==> src/rtl/arm_pkg.sv <==
// Shared ALU command, NZCV flag index and condition code definitions
// for the execute stage.
package arm_pkg;

  localparam logic [3:0] ALU_MOV = 4'b0001;
  localparam logic [3:0] ALU_ADD = 4'b0010;
  localparam logic [3:0] ALU_ADC = 4'b0011;
  localparam logic [3:0] ALU_SUB = 4'b0100;
  localparam logic [3:0] ALU_SBC = 4'b0101;
  localparam logic [3:0] ALU_AND = 4'b0110;
  localparam logic [3:0] ALU_ORR = 4'b0111;
  localparam logic [3:0] ALU_EOR = 4'b1000;
  localparam logic [3:0] ALU_MVN = 4'b1001;

  localparam int FLAG_N = 3;
  localparam int FLAG_Z = 2;
  localparam int FLAG_C = 1;
  localparam int FLAG_V = 0;

  localparam logic [3:0] COND_EQ = 4'b0000;
  localparam logic [3:0] COND_NE = 4'b0001;
  localparam logic [3:0] COND_CS = 4'b0010;
  localparam logic [3:0] COND_CC = 4'b0011;
  localparam logic [3:0] COND_MI = 4'b0100;
  localparam logic [3:0] COND_PL = 4'b0101;
  localparam logic [3:0] COND_VS = 4'b0110;
  localparam logic [3:0] COND_VC = 4'b0111;
  localparam logic [3:0] COND_HI = 4'b1000;
  localparam logic [3:0] COND_LS = 4'b1001;
  localparam logic [3:0] COND_GE = 4'b1010;
  localparam logic [3:0] COND_LT = 4'b1011;
  localparam logic [3:0] COND_GT = 4'b1100;
  localparam logic [3:0] COND_LE = 4'b1101;
  localparam logic [3:0] COND_AL = 4'b1110;
  localparam logic [3:0] COND_NV = 4'b1111;

  typedef struct packed {
    logic [3:0] alu_command;
    logic       mem_read;
    logic       mem_write;
    logic       wb_en;
    logic       branch;
    logic       status_en;
  } ctrl_t;

  function automatic logic cond_pass(
    input logic [3:0] cond,
    input logic [3:0] f
  );
    logic n, z, c, v;
    n = f[FLAG_N];
    z = f[FLAG_Z];
    c = f[FLAG_C];
    v = f[FLAG_V];
    case (cond)
      COND_EQ: cond_pass = z;
      COND_NE: cond_pass = !z;
      COND_CS: cond_pass = c;
      COND_CC: cond_pass = !c;
      COND_MI: cond_pass = n;
      COND_PL: cond_pass = !n;
      COND_VS: cond_pass = v;
      COND_VC: cond_pass = !v;
      COND_HI: cond_pass = c & !z;
      COND_LS: cond_pass = !c | z;
      COND_GE: cond_pass = (n == v);
      COND_LT: cond_pass = (n != v);
      COND_GT: cond_pass = !z & (n == v);
      COND_LE: cond_pass = z | (n != v);
      COND_AL: cond_pass = 1'b1;
      default: cond_pass = 1'b0;
    endcase
  endfunction

endpackage

==> src/rtl/exe_alu.sv <==
// Combinational ALU: one adder serves ADD/ADC/SUB/SBC by inverting B,
// so C is carry-out for adds and NOT-borrow for subtracts.
module exe_alu
  import arm_pkg::*;
#(
  parameter int WIDTH = 32
) (
  input  logic [WIDTH-1:0] i_a,
  input  logic [WIDTH-1:0] i_b,
  input  logic [3:0]       i_cmd,
  input  logic [3:0]       i_flags,
  output logic [WIDTH-1:0] o_result,
  output logic [3:0]       o_flags
);

  logic [WIDTH-1:0] w_b;
  logic             w_cin;
  logic             w_arith;
  logic [WIDTH:0]   w_sum;

  always_comb begin
    w_b      = i_b;
    w_cin    = 1'b0;
    w_arith  = 1'b0;
    o_result = '0;
    case (i_cmd)
      ALU_MOV: o_result = i_b;
      ALU_MVN: o_result = ~i_b;
      ALU_ADD: w_arith = 1'b1;
      ALU_ADC: begin
        w_arith = 1'b1;
        w_cin   = i_flags[FLAG_C];
      end
      ALU_SUB: begin
        w_arith = 1'b1;
        w_b     = ~i_b;
        w_cin   = 1'b1;
      end
      ALU_SBC: begin
        w_arith = 1'b1;
        w_b     = ~i_b;
        w_cin   = i_flags[FLAG_C];
      end
      ALU_AND: o_result = i_a & i_b;
      ALU_ORR: o_result = i_a | i_b;
      ALU_EOR: o_result = i_a ^ i_b;
      default: o_result = '0;
    endcase
    w_sum = {1'b0, i_a} + {1'b0, w_b}
          + {{WIDTH{1'b0}}, w_cin};
    if (w_arith)
      o_result = w_sum[WIDTH-1:0];
  end

  always_comb begin
    o_flags         = i_flags;
    o_flags[FLAG_N] = o_result[WIDTH-1];
    o_flags[FLAG_Z] = (o_result == '0);
    if (w_arith) begin
      o_flags[FLAG_C] = w_sum[WIDTH];
      o_flags[FLAG_V] = (i_a[WIDTH-1] == w_b[WIDTH-1])
                      & (w_sum[WIDTH-1] != i_a[WIDTH-1]);
    end
  end

endmodule

==> src/rtl/exe_stage_unit.sv <==
// Execute stage: ID/EX register, ALU, NZCV status and branch resolution.
// Define COND_EXEC_EN to enable ARM conditional execution on id_cond.
module exe_stage_unit
  import arm_pkg::*;
#(
  parameter int WIDTH      = 32,
  parameter int REG_ADDR_W = 4
) (
  input  logic                  clk,
  input  logic                  rst,
  input  logic                  stall,
  input  logic                  flush,
  input  logic                  id_valid,
  input  logic [3:0]            id_alu_command,
  input  logic                  id_mem_read,
  input  logic                  id_mem_write,
  input  logic                  id_wb_en,
  input  logic                  id_branch,
  input  logic                  id_status_en,
  input  logic [WIDTH-1:0]      id_val_rn,
  input  logic [WIDTH-1:0]      id_val2,
  input  logic [WIDTH-1:0]      id_val_rm,
  input  logic [REG_ADDR_W-1:0] id_dest,
  input  logic [WIDTH-1:0]      id_pc,
  input  logic [23:0]           id_imm24,
  input  logic [3:0]            id_cond,
  output logic                  ex_valid,
  output logic [WIDTH-1:0]      ex_alu_result,
  output logic                  ex_mem_read,
  output logic                  ex_mem_write,
  output logic                  ex_wb_en,
  output logic [WIDTH-1:0]      ex_store_data,
  output logic [REG_ADDR_W-1:0] ex_dest,
  output logic                  branch_taken,
  output logic [WIDTH-1:0]      branch_address,
  output logic [3:0]            status
);

  logic                  r_valid;
  ctrl_t                 r_ctrl;
  logic [WIDTH-1:0]      r_val_rn;
  logic [WIDTH-1:0]      r_val2;
  logic [WIDTH-1:0]      r_val_rm;
  logic [REG_ADDR_W-1:0] r_dest;
  logic [WIDTH-1:0]      r_pc;
  logic [23:0]           r_imm24;
  logic [3:0]            r_status;

  ctrl_t                 w_id_ctrl;
  logic                  w_pass;
  logic                  w_live;
  logic                  w_status_we;
  logic [3:0]            w_flags;
  logic [WIDTH-1:0]      w_offset;

  always_comb begin
    w_id_ctrl             = '0;
    w_id_ctrl.alu_command = id_alu_command;
    w_id_ctrl.mem_read    = id_mem_read;
    w_id_ctrl.mem_write   = id_mem_write;
    w_id_ctrl.wb_en       = id_wb_en;
    w_id_ctrl.branch      = id_branch;
    w_id_ctrl.status_en   = id_status_en;
  end

`ifdef COND_EXEC_EN
  logic [3:0] r_cond;

  always_ff @(posedge clk or posedge rst) begin
    if (rst)
      r_cond <= '0;
    else if (!flush && !stall)
      r_cond <= id_cond;
  end

  assign w_pass = cond_pass(r_cond, r_status);
`else
  logic w_unused_cond;
  assign w_unused_cond = ^id_cond;
  assign w_pass        = 1'b1;
`endif

  assign w_live      = r_valid & w_pass;
  // Status commits only as the instruction leaves EX, so a stall defers it.
  assign w_status_we = w_live & r_ctrl.status_en & !stall;

  always_ff @(posedge clk or posedge rst) begin
    if (rst) begin
      r_valid  <= 1'b0;
      r_ctrl   <= '0;
      r_val_rn <= '0;
      r_val2   <= '0;
      r_val_rm <= '0;
      r_dest   <= '0;
      r_pc     <= '0;
      r_imm24  <= '0;
      r_status <= '0;
    end else begin
      if (w_status_we)
        r_status <= w_flags;
      if (flush) begin
        r_valid <= 1'b0;
        r_ctrl  <= '0;
      end else if (!stall) begin
        r_valid  <= id_valid;
        r_ctrl   <= id_valid ? w_id_ctrl : '0;
        r_val_rn <= id_val_rn;
        r_val2   <= id_val2;
        r_val_rm <= id_val_rm;
        r_dest   <= id_dest;
        r_pc     <= id_pc;
        r_imm24  <= id_imm24;
      end
    end
  end

  exe_alu #(.WIDTH(WIDTH)) u_alu (
    .i_a      (r_val_rn),
    .i_b      (r_val2),
    .i_cmd    (r_ctrl.alu_command),
    .i_flags  (r_status),
    .o_result (ex_alu_result),
    .o_flags  (w_flags)
  );

  assign w_offset = {{(WIDTH-26){r_imm24[23]}},
                     r_imm24, 2'b00};

  assign ex_valid       = w_live;
  assign ex_mem_read    = w_live & r_ctrl.mem_read;
  assign ex_mem_write   = w_live & r_ctrl.mem_write;
  assign ex_wb_en       = w_live & r_ctrl.wb_en;
  assign ex_store_data  = r_val_rm;
  assign ex_dest        = r_dest;
  assign branch_taken   = w_live & r_ctrl.branch;
  assign branch_address = r_pc + w_offset;
  assign status         = r_status;

endmodule

==> config.mk <==
export PLATFORM = sky130hd
export DESIGN_NAME = exe_stage_unit
export DESIGN_NICKNAME = d
export VERILOG_FILES = /design/src/rtl/arm_pkg.sv /design/src/rtl/exe_alu.sv /design/src/rtl/exe_stage_unit.sv
export SDC_FILE = /design/constraint.sdc
export NUM_CORES = 1
export LEC_CHECK = 0
export BUFFER_PORTS_ARGS = -buffer_cell sky130_fd_sc_hd__buf_2
export CAP_MARGIN = 10
export CORE_MARGIN = 8
export CORE_UTILIZATION = 50
export DETAILED_ROUTE_END_ITERATION = 10
export PLACE_DENSITY = 0.83
export SLEW_MARGIN = 10
export SYNTH_ARGS = -nofsm -noshare
export SYNTH_HDL_FRONTEND = slang
export SYNTH_SLANG_ARGS = --single-unit
==> constraint.sdc <==
create_clock -name clk -period 7.8 [get_ports clk]
set_clock_uncertainty 0.1 [all_clocks]
set_input_delay 0.39 -clock clk [delete_from_list [all_inputs] [get_ports clk]]
set_output_delay 0.39 -clock clk [all_outputs]
set_load 0.005 [all_outputs]
* Yosys cells after proc, flatten, opt, wreduce, memory -nomap -nowiden
Index checks and enable logic that the tools add are counted.
** Storage, ports and cells
- Word-level logic and storage cells :: 60
- Register bits after elaboration :: 170
** Cells by class
- Bitwise gates (word level) :: 13
- Equality and inequality tests :: 12
- Reductions and logical operators :: 7
- Mux-type cells :: 10
- Add/sub/neg operators :: 3
** Operators by type and width (count)
- case mux 32 bit (5 select lines) :: 1
- 2-to-1 mux 32 bit :: 2
- adder 32 x 32 -> 33 bit :: 1
- adder 33 x 1 -> 33 bit :: 1
- adder 32 bit :: 1
- bitwise AND 32 bit :: 1
- zero test 32 bit :: 1
- inverter 32 bit :: 1
- OR 32 bit :: 1
- bitwise XOR 32 bit :: 1
- 2-to-1 mux 9 bit :: 3
- equality test 4 x 3 -> 1 bit, second input constant :: 4
- equality test 4 x 2 -> 1 bit, second input constant :: 2
- equality test 4 bit, second input constant :: 2
- bitwise AND 1 bit :: 7
- equality test 4 x 1 -> 1 bit, second input constant :: 1
- AND reduction 2 bit :: 2
- OR reduction 2 bit :: 2
- OR reduction 4 bit :: 1
- 2-to-1 mux 1 bit :: 3
- != test 2 x 1 -> 1 bit, second input constant :: 1
- inverter 1 bit :: 2
- case mux 1 bit (2 select lines) :: 1
- equality test 1 bit :: 1
- other kinds (2) :: 2

* Logic depth before layout (Yosys ltp)
Gate-level depths: netlist (run 1).
- Word-level depth :: 7
- Depth in mapped cells :: 24

* Hierarchy
Synthesis (run 1) repeated with hierarchy kept, for this count alone.
** Unflattened totals
- Cell total of the unflattened synthesis :: 1311
- Area, all modules :: 12817.3 µm²
** Modules (own cells, without submodules)
- exe_stage_unit :: cells an instance 622, times used 1, sequential area each 4254.1 µm², area each 7942.6 µm²
- exe_alu :: cells an instance 689, times used 1, sequential area each 0.0 µm², area each 4874.7 µm²

* Worst setup path after synthesis (run 1)
OpenSTA, ideal clock, no wires.
- Path kind :: register -> register
- Start point :: register r_ctrl[8] (netlist name)
- End point :: register r_status[2], in the netlist status[2]
- Arrival :: 6066 ps
- Library setup time :: 95 ps
- Period minus slack after synthesis :: 6262 ps
- Stages on the path, launching flop included :: 24
- Path buffers :: 7
- Path slack :: 1538 ps
- Cell sequence :: dfrtp_1 -> buf_4 -> buf_1 -> buf_1 -> buf_1 -> nor3b_1 -> clkbuf_1 -> clkbuf_1 -> xnor2_1 -> fa_1 -> inv_1 -> fa_1 -> nor2b_4 -> o2111a_1 -> or3_1 -> buf_6 -> a21boi_4 -> a21oi_2 -> a221oi_4 -> o21ai_2 -> and4b_1 -> or3_1 -> or4b_1 -> o31ai_1
** On the way
- Word-level cells in the longest chain between the ends :: 7
** RTL lines
- from (decl) :: RTL line exe_stage_unit.sv:40 : ctrl_t r_ctrl;
- from (signal assigned) :: RTL line exe_stage_unit.sv:106 : r_ctrl <= id_valid ? w_id_ctrl : '0;
- equality test 4 x 3 -> 1 bit :: RTL line exe_alu.sv:26 : case (i_cmd)
- OR reduction 2 bit (no line)
- 2-to-1 mux 32 bit
- adder 32 x 32 -> 33 bit :: RTL line exe_alu.sv:49 : w_sum = {1'b0, i_a} + {1'b0, w_b}
- adder 33 x 1 -> 33 bit :: RTL line exe_alu.sv:50 : + {{WIDTH{1'b0}}, w_cin};
- 2-to-1 mux 32 bit * :: RTL line exe_alu.sv:51 : if (w_arith)
- via ex_alu_result[30] :: RTL line exe_stage_unit.sv:28 : output logic [WIDTH-1:0] ex_alu_result,
- zero test 32 bit * :: RTL line exe_alu.sv:58 : o_flags[FLAG_Z] = (o_result == '0);
- to (signal assigned) :: RTL line exe_stage_unit.sv:100 : r_status <= w_flags;
- to (decl) :: RTL line exe_stage_unit.sv:47 : logic [3:0] r_status;
The timed path passes the listed nets; every way through them passes the cells marked *.
A chain may end at the register's enable or synchronous reset.

* Worst setup path in the final report (run 1)
- Start point :: register r_ctrl[7] (netlist name)
- End point :: register r_status[2], in the netlist status[2]
** On the way
- Word-level cells in the longest chain between the ends :: 7
** RTL lines (RTL line)
- equality test 4 x 3 -> 1 bit :: exe_alu.sv:26
- OR reduction 2 bit (no line)
- 2-to-1 mux 32 bit
- adder 32 x 32 -> 33 bit :: exe_alu.sv:49
- adder 33 x 1 -> 33 bit :: exe_alu.sv:50
- 2-to-1 mux 32 bit * :: exe_alu.sv:51
- zero test 32 bit * :: exe_alu.sv:58
Every way passes the cells marked *; elsewhere a longest branch is shown, timed or not.

==> flow_metrics.tcl, run 1 <==
set metrics [dict create \
    gr-usage-all-layers_pct 24.6 \
    r2r-end "status[2]$_DFFE_PP0P_" \
    cts_tree "built" \
    syn_nets 1605 \
    finalCritPeriodShare_pct 72.1 \
    slowest_delay_ns 0.54 \
    critical_path.max_fanout 32 \
    rsz0062_at_grt "no" \
    swShare_pct 39.0 \
    drive_gt1_share_pct 28.5 \
    clk_latency_ns 0.45 \
    worstSetupPathType "reg -> reg" \
    violations "negative hold slack" \
    fin_tns_setup_ns 0 \
    r2r_start "r_ctrl[7]$_DFFE_PP0P_" \
    gp_congestion 0.920 \
    io_pins 283 \
    core_um2 24200 \
    viasPerCell 5.79 \
    ys.flop_type "dfrtp_1" \
    worstSetupStartpointType "flop" \
    dp_hpwl_mm 27.2 \
    clockRootBuffer "clkbuf_16" \
    dr.pass1.iters 6 \
    powerDensity_nw_per_um2 233 \
    leakage_nw 6.76 \
    post_cts_buffers 0 \
    cts_resized 0 \
    port-buffer-count 278 \
    hold_violations 6 \
    p_int_mw 2.05 \
    hold_ws_ns -0.0110 \
    numCtsBuffers 17 \
    synth_area_um2 12200 \
    crit_path_cell_trace "nor3b_2 > buf_4 > nand2_1 > o21ai_0 > fa_1 > inv_1 > fa_1 > nor2b_4 > o2111a_1 > or3_1 > a31oi_1 > mux2i_1 > a2111oi_0 > nand4b_1 > nor4_1 > and4b_1 > or4b_1 > o31ai_1" \
    tightest_slew_ns 1.24 \
    drc 0 \
    grt_max_degree 95 \
    hold_buffers 0 \
    die_x_um 172 \
    r2r_slack_ns 2.18 \
    grt_pass1_wl_mm 57.9 \
    status "complete, but fails checks" \
    p_sw_mw 1.31 \
    die-area_um2 29700 \
    crit_slowest_cell "dfrtp_1" \
    pwr-share-clk_pct 26.6 \
    cp.required_ns 8.05 \
    num_vias 10900 \
    post_drt_wl_per_cell_um 19.5 \
    gr-total-overflow 0 \
    fin_nets 1840 \
    synth-seq-cells 170 \
    cts_buffer_depth 2 \
    htreeDepth 4 \
    syn_inst 1304 \
    power_frac_comb_pct 41.1 \
    hold_class "in -> async" \
    maxSlewHeadroom_pct 17.1 \
    synth-edff-count 0 \
    fin_util_pct 59.7 \
    grt_pass1_vias 11000 \
    critPathMostFrequentCell "fa_1" \
    crit_path_end_kind "flop" \
    drt_iter0_drc 770 \
    ant_nets 0 \
    syn_area_per_cell_um2 9.38 \
    syn_to_final_growth_pct 18.1 \
    seq_power_share_pct 32.4 \
    worstPathArrival_ns 5.88 \
    slew_violations 0 \
    die_y_um 172 \
    min_period_ns 5.62 \
    maxCapViolations 0 \
    seq_area_frac_synth_pct 34.8 \
    wirelength_mm 36.6 \
    synthArstFlopShare_pct 100 \
    ys_warn_count 0 \
    synthDistinctLibCells 77 \
    start_util_pct 50.6 \
    setup_violations 0 \
    peakVddDrop_v 0.000148 \
    fmax_ghz 0.178 \
    grt_antenna_before_repair 11 \
    rr_worst_depth 18 \
    clkTransAtPathRegs_ns 0.09 \
    cts.sinks 170 \
    core.rowCount 57 \
]
==> flip-flops by register name (all words and copies together), names as in the netlist <==
| signal | count |
|---|---|
| ex_store_data | 32 |
| r_pc | 32 |
| r_val2 | 32 |
| r_val_rn | 32 |
| r_imm24 | 24 |
| r_ctrl | 9 |
| ex_dest | 4 |
| status | 4 |
| ex_valid | 1 |
==> metrics by stage <==
| step | hold WS, ns | worst slack, ns | cells | cell area, um^2 | total power, mW |
|---|---|---|---|---|---|
| after floorplan | 0.372 | 1.54 | 1304 | 12200 | 2.01 |
| after global placement | 0.363 | 2.38 | 1844 | 13800 | 2.41 |
| after detailed placement | 0.377 | 2.24 | 1844 | 13800 | 2.46 |
| after CTS | 0.0384 | 2.21 | 1876 | 14400 | 3.36 |
| after global routing | 0.0574 | 1.78 | 1878 | 14400 | 3.56 |
| final | -0.0110 | 2.18 | 1879 | 14400 | 3.36 |
==> placed cells by master, fill, tap and decap left out, drive strengths merged, types with 19 or more instances in the layout <==
master,n
xnor2,92
o21ai,106
buf,289
a221oi,22
dfrtp,170
ha,124
inv,99
mux2,90
nand2,110
o22ai,28
a21oi,67
xor2,19
nor2,84
==> cell families (layout without fill, tap and decap cells) <==
group,count (synthesis),count (layout),share of synthesized area [%]
AOI/OAI and AO/OA,353,353,19.4
and+or+nand+nor,284,284,10.8
DFF,170,170,34.8
buffers and inverters,166,414,5.42
adders and majority gates,127,127,13.2
xor gates and xnor gates,111,111,7.95
muxes,93,93,8.53
other,0,3,0
==> worst max-delay path: cells and delay by family (launching register included) <==
kind / cells / cell delay (ns)
AO/OA/AOI/OAI: 5 / 1.20
adder cells (fa/ha/maj): 2 / 0.69
buffers and inverters: 2 / 0.59
flip-flops: 1 / 0.54
multiplexers: 1 / 0.18
AND/OR/NAND/NOR: 8 / 2.23
==> layer usage <==
layer / wire length [um] / track usage [%] / part of all wire, %
met1: 14100 / 28.3 / 38
met2: 18100 / 42.6 / 49
met3: 3600 / 7.99 / 9.8
met4: 765 / 7.72 / 2.1
met5: 95 / 0 / 0.26
==> Yosys cell counts (6+ instances only) <==
library cell  count  area (um^2)
o211ai_1         12         90.1
a211oi_1         13         97.6
nor3_1           12         60.1
a21oi_1          66          330
ha_1            124         1550
a221oi_1         20          175
nand2_1         110          413
nor2_1           84          315
o21a_1           11         82.6
xnor2_1          92          806
nand3_1          13         65.1
a21o_1           12         90.1
mux2_2           90         1010
nor2b_1           7         43.8
and2_1           10         62.6
and3_1            6         37.5
o221a_2          10          113
o22ai_1          28          175
dfrtp_1         170         4250
o21ai_0         104          521
o31ai_1           7         52.6
clkbuf_1         51          191
xor2_1           19          166
a221o_1           9         90.1
nand4_1           8         50.1
buf_1            13         48.8
o21bai_1          7         52.6
inv_1            93          349
nand2b_1          7         43.8
==> cell type report <==
type,instances,area (um^2)
Antenna cell,3,7.51
Clock buffer,17,425
Clock inverter,15,193
Sequential cell,170,4260
Fill cell,2049,9730
Multi-Input combinational cell,968,7330
Tap cell,324,405
Timing Repair Buffer,289,1470
Inverter,93,354
==> power by group through the flow <==
stage | clock network [mW] | logic (mW) | registers [mW]
final | 0.892 | 1.38 | 1.09
after global routing | 0.929 | 1.53 | 1.10
after CTS | 0.902 | 1.37 | 1.09
after detailed placement | 0 | 1.36 | 1.10
after global placement | 0 | 1.31 | 1.09
after floorplan | 0 | 0.933 | 1.08
==> how the worst max path moves through the flow <==
| stage | startpoint | endpoint | slack [ns] | depth (start not counted) |
|---|---|---|---|---|
| floorplan | r_ctrl[8]$_DFFE_PP0P_ | status[2]$_DFFE_PP0P_ | 1.54 | 23 |
| global placement | r_ctrl[7]$_DFFE_PP0P_ | status[2]$_DFFE_PP0P_ | 2.38 | 18 |
| detailed placement | r_ctrl[7]$_DFFE_PP0P_ | status[2]$_DFFE_PP0P_ | 2.24 | 18 |
| CTS | r_ctrl[7]$_DFFE_PP0P_ | status[2]$_DFFE_PP0P_ | 2.21 | 18 |
| global route | r_ctrl[7]$_DFFE_PP0P_ | status[2]$_DFFE_PP0P_ | 1.78 | 18 |
| finish | r_ctrl[7]$_DFFE_PP0P_ | status[2]$_DFFE_PP0P_ | 2.18 | 18 |
Power figures use the tool's default switching activity.
==> run 2: changes to the inputs <==
- clock period: 7.8 -> 5.21 ns (I/O delays scaled with it)
==> run 2 against run 1 <==
Effect of this change:
- the flow now finishes without violations
- non-clock buffer count up 164
- cell area is 12% higher
- die area is the same
- maximum frequency increased by 13%
- first-iteration DRC count up 38%
- sequential power up 50%
- clock power rose by 46%
- utilization rose by 6.9 points
- worst setup slack got worse by 2.0 ns
- global-route usage is 3.6 points higher
- hold slack improved by 0.030 ns
- combinational power up 62%
- critical endpoint unchanged
- largest power group unchanged
==> flow_metrics.tcl, run 2 (synthesized netlist as in run 1, its figures left out) <==
set metrics [dict create \
    maxSlewHeadroom_pct 46.3 \
    cts_buffer_depth 2 \
    status "completed" \
    numCtsBuffers 17 \
    path_buf_inv 2 \
    grt_pass1_wl_mm 66.3 \
    num_vias 11900 \
    ant_nets 0 \
    cp.required_ns 5.45 \
    powerDensity_nw_per_um2 322 \
    core_um2 24200 \
    fmax_ghz 0.201 \
    drc 0 \
    setup_violations 0 \
    grt_antenna_before_repair 8 \
    gr-total-overflow 0 \
    die_x_um 172 \
    gr-usage-all-layers_pct 28.2 \
    r2r_slack_ns 0.22 \
    fin_tns_setup_ns 0 \
    rsz0062_at_grt "no" \
    drt_iter0_drc 1061 \
    finalCritPeriodShare_pct 95.7 \
    core.rowCount 57 \
    hold_violations 0 \
    critPathMostFrequentCell "or3_1" \
    fill_cells 1739 \
    grt_max_degree 104 \
    layout_commonest_cell "buf_2" \
    gp_congestion 0.939 \
    hold_class "in -> reg" \
    slew_violations 0 \
    layout.cells.non_filler 2044 \
    grt_pass1_vias 12800 \
    tightest_slew_ns 0.806 \
    syn_to_final_growth_pct 31.7 \
    post-place-cells 1853 \
    crit_path_end_kind "flop" \
    htreeDepth 4 \
    peakVddDrop_v 0.000278 \
    wirelength_mm 42.1 \
    die-area_um2 29700 \
    drive_gt1_share_pct 26.6 \
    critical_path.max_fanout 8 \
    io_pins 283 \
    layout_common_cells "buf_2 (278), dfrtp_1 (167), dlygate4sd3_1 (154), ha_1 (124), nand2_1 (110)" \
    crit_path_cell_trace "nor3b_4 > xnor2_1 > fa_1 > inv_1 > fa_2 > nor2b_4 > o2111a_1 > or3_1 > buf_4 > a21boi_4 > a21oi_2 > a221oi_4 > o21ai_2 > and4b_1 > or3_1 > or4b_1 > o31ai_1" \
    crit_slowest_cell "or4b_1" \
    dp_hpwl_mm 27.3 \
    maxCapViolations 0 \
    cts_tree "built" \
    worstSetupStartpointType "flop" \
    slowest_delay_ns 0.54 \
    crit_family "simple AND/OR/NAND/NOR gates" \
    clk_latency_ns 0.44 \
    viasPerCell 5.85 \
    start_util_pct 50.6 \
    clkTransAtPathRegs_ns 0.08 \
    port-buffer-count 278 \
    worstSetupPathType "reg -> reg" \
    clockRootBuffer "clkbuf_16" \
    dr.pass1.iters 6 \
    worstPathArrival_ns 5.22 \
    min_period_ns 4.99 \
    die_y_um 172 \
    post_drt_wl_per_cell_um 20.6 \
    leakage_nw 7.46 \
    cts.sinks 170 \
    fin_nets 2004 \
]
-- run 2: routing by layer --
layer / global-route usage, % / wire length, um / up-vias
li1: - / - / 5436
met1: 32.0 / 15800 / 5699
met2: 47.9 / 20400 / 621
met3: 7.35 / 3790 / 185
met4: 15.0 / 2080 / 8
met5: 0 / 57 / -
-- run 2: worst register-to-register path: cells and delay by family (launching register included) --
kind                     cells  cell delay [ns]
XOR/XNOR                     1             0.14
AND/OR/NAND/NOR              6             1.95
AO/OA/AOI/OAI                6             1.23
flip-flops                   1             0.50
buffers and inverters        2             0.29
adder cells (fa/ha/maj)      2             0.70
-- run 2: per-stage QoR --
stage | util (%) | worst slack, ns | total power, mW | hold slack (ns) | area [um^2]
6_report | 66.6 | 0.224 | 5.18 | 0.0185 | 16100
5_1_grt | 66.6 | 0.00420 | 5.48 | 0.0144 | 16100
4_1_cts | 66.3 | 0.0795 | 5.09 | 0.00485 | 16000
2_1_floorplan | - | 0.0127 | 3.02 | 0.277 | 12300
3_3_place_gp | 57.5 | 0.305 | 3.61 | 0.364 | 13900
3_5_place_dp | 57.5 | 0.191 | 3.69 | 0.368 | 13900
-- run 2: layout make-up --
cell class                 instances  area [um^2]  area share, %
inverter                          93          354           2.20
multi-input combinational        968         7350           45.7
clock inverter                    15          168           1.04
sequential                       170         4260           26.4
tap                              324          405           2.52
timing repair buffer             453         3130           19.4
antenna                            4         10.0         0.0621
clock buffer                      17          425           2.64
-- run 2: path summary, 6_finish.rpt --
| kind | from | to | depth (start not counted) |
|---|---|---|---|
| worst max-delay path | r_ctrl[6]$_DFFE_PP0P_ | status[2]$_DFFE_PP0P_ | 17 |
| worst min-delay path | id_val_rm[30] | ex_store_data[30]$_DFFE_PP0P_ | 2 |
| worst max register to register | r_ctrl[6]$_DFFE_PP0P_ | status[2]$_DFFE_PP0P_ | 17 |
| worst min register to register | status[2]$_DFFE_PP0P_ | status[2]$_DFFE_PP0P_ | 2 |
| max in group asynchronous | rst | r_val_rn[6]$_DFFE_PP0P_ | 4 |
| min in group asynchronous | rst | ex_store_data[19]$_DFFE_PP0P_ | 3 |
-- run 2: power by group --
group | switching (mW) | leakage, nW | internal, mW
combinational | 1.23 | 5.11 | 1.01
clock | 0.650 | 0.292 | 0.649
sequential | 0.152 | 2.05 | 1.49
total | 2.03 | 7.46 | 3.16
-- run 2: what timing repair did --
action	CTS	global route
setup endpoints to repair	0	2
hold buffers	153	1
setup buffers	0	0
gates resized for setup	0	8
endpoints found under the hold margin	237	1
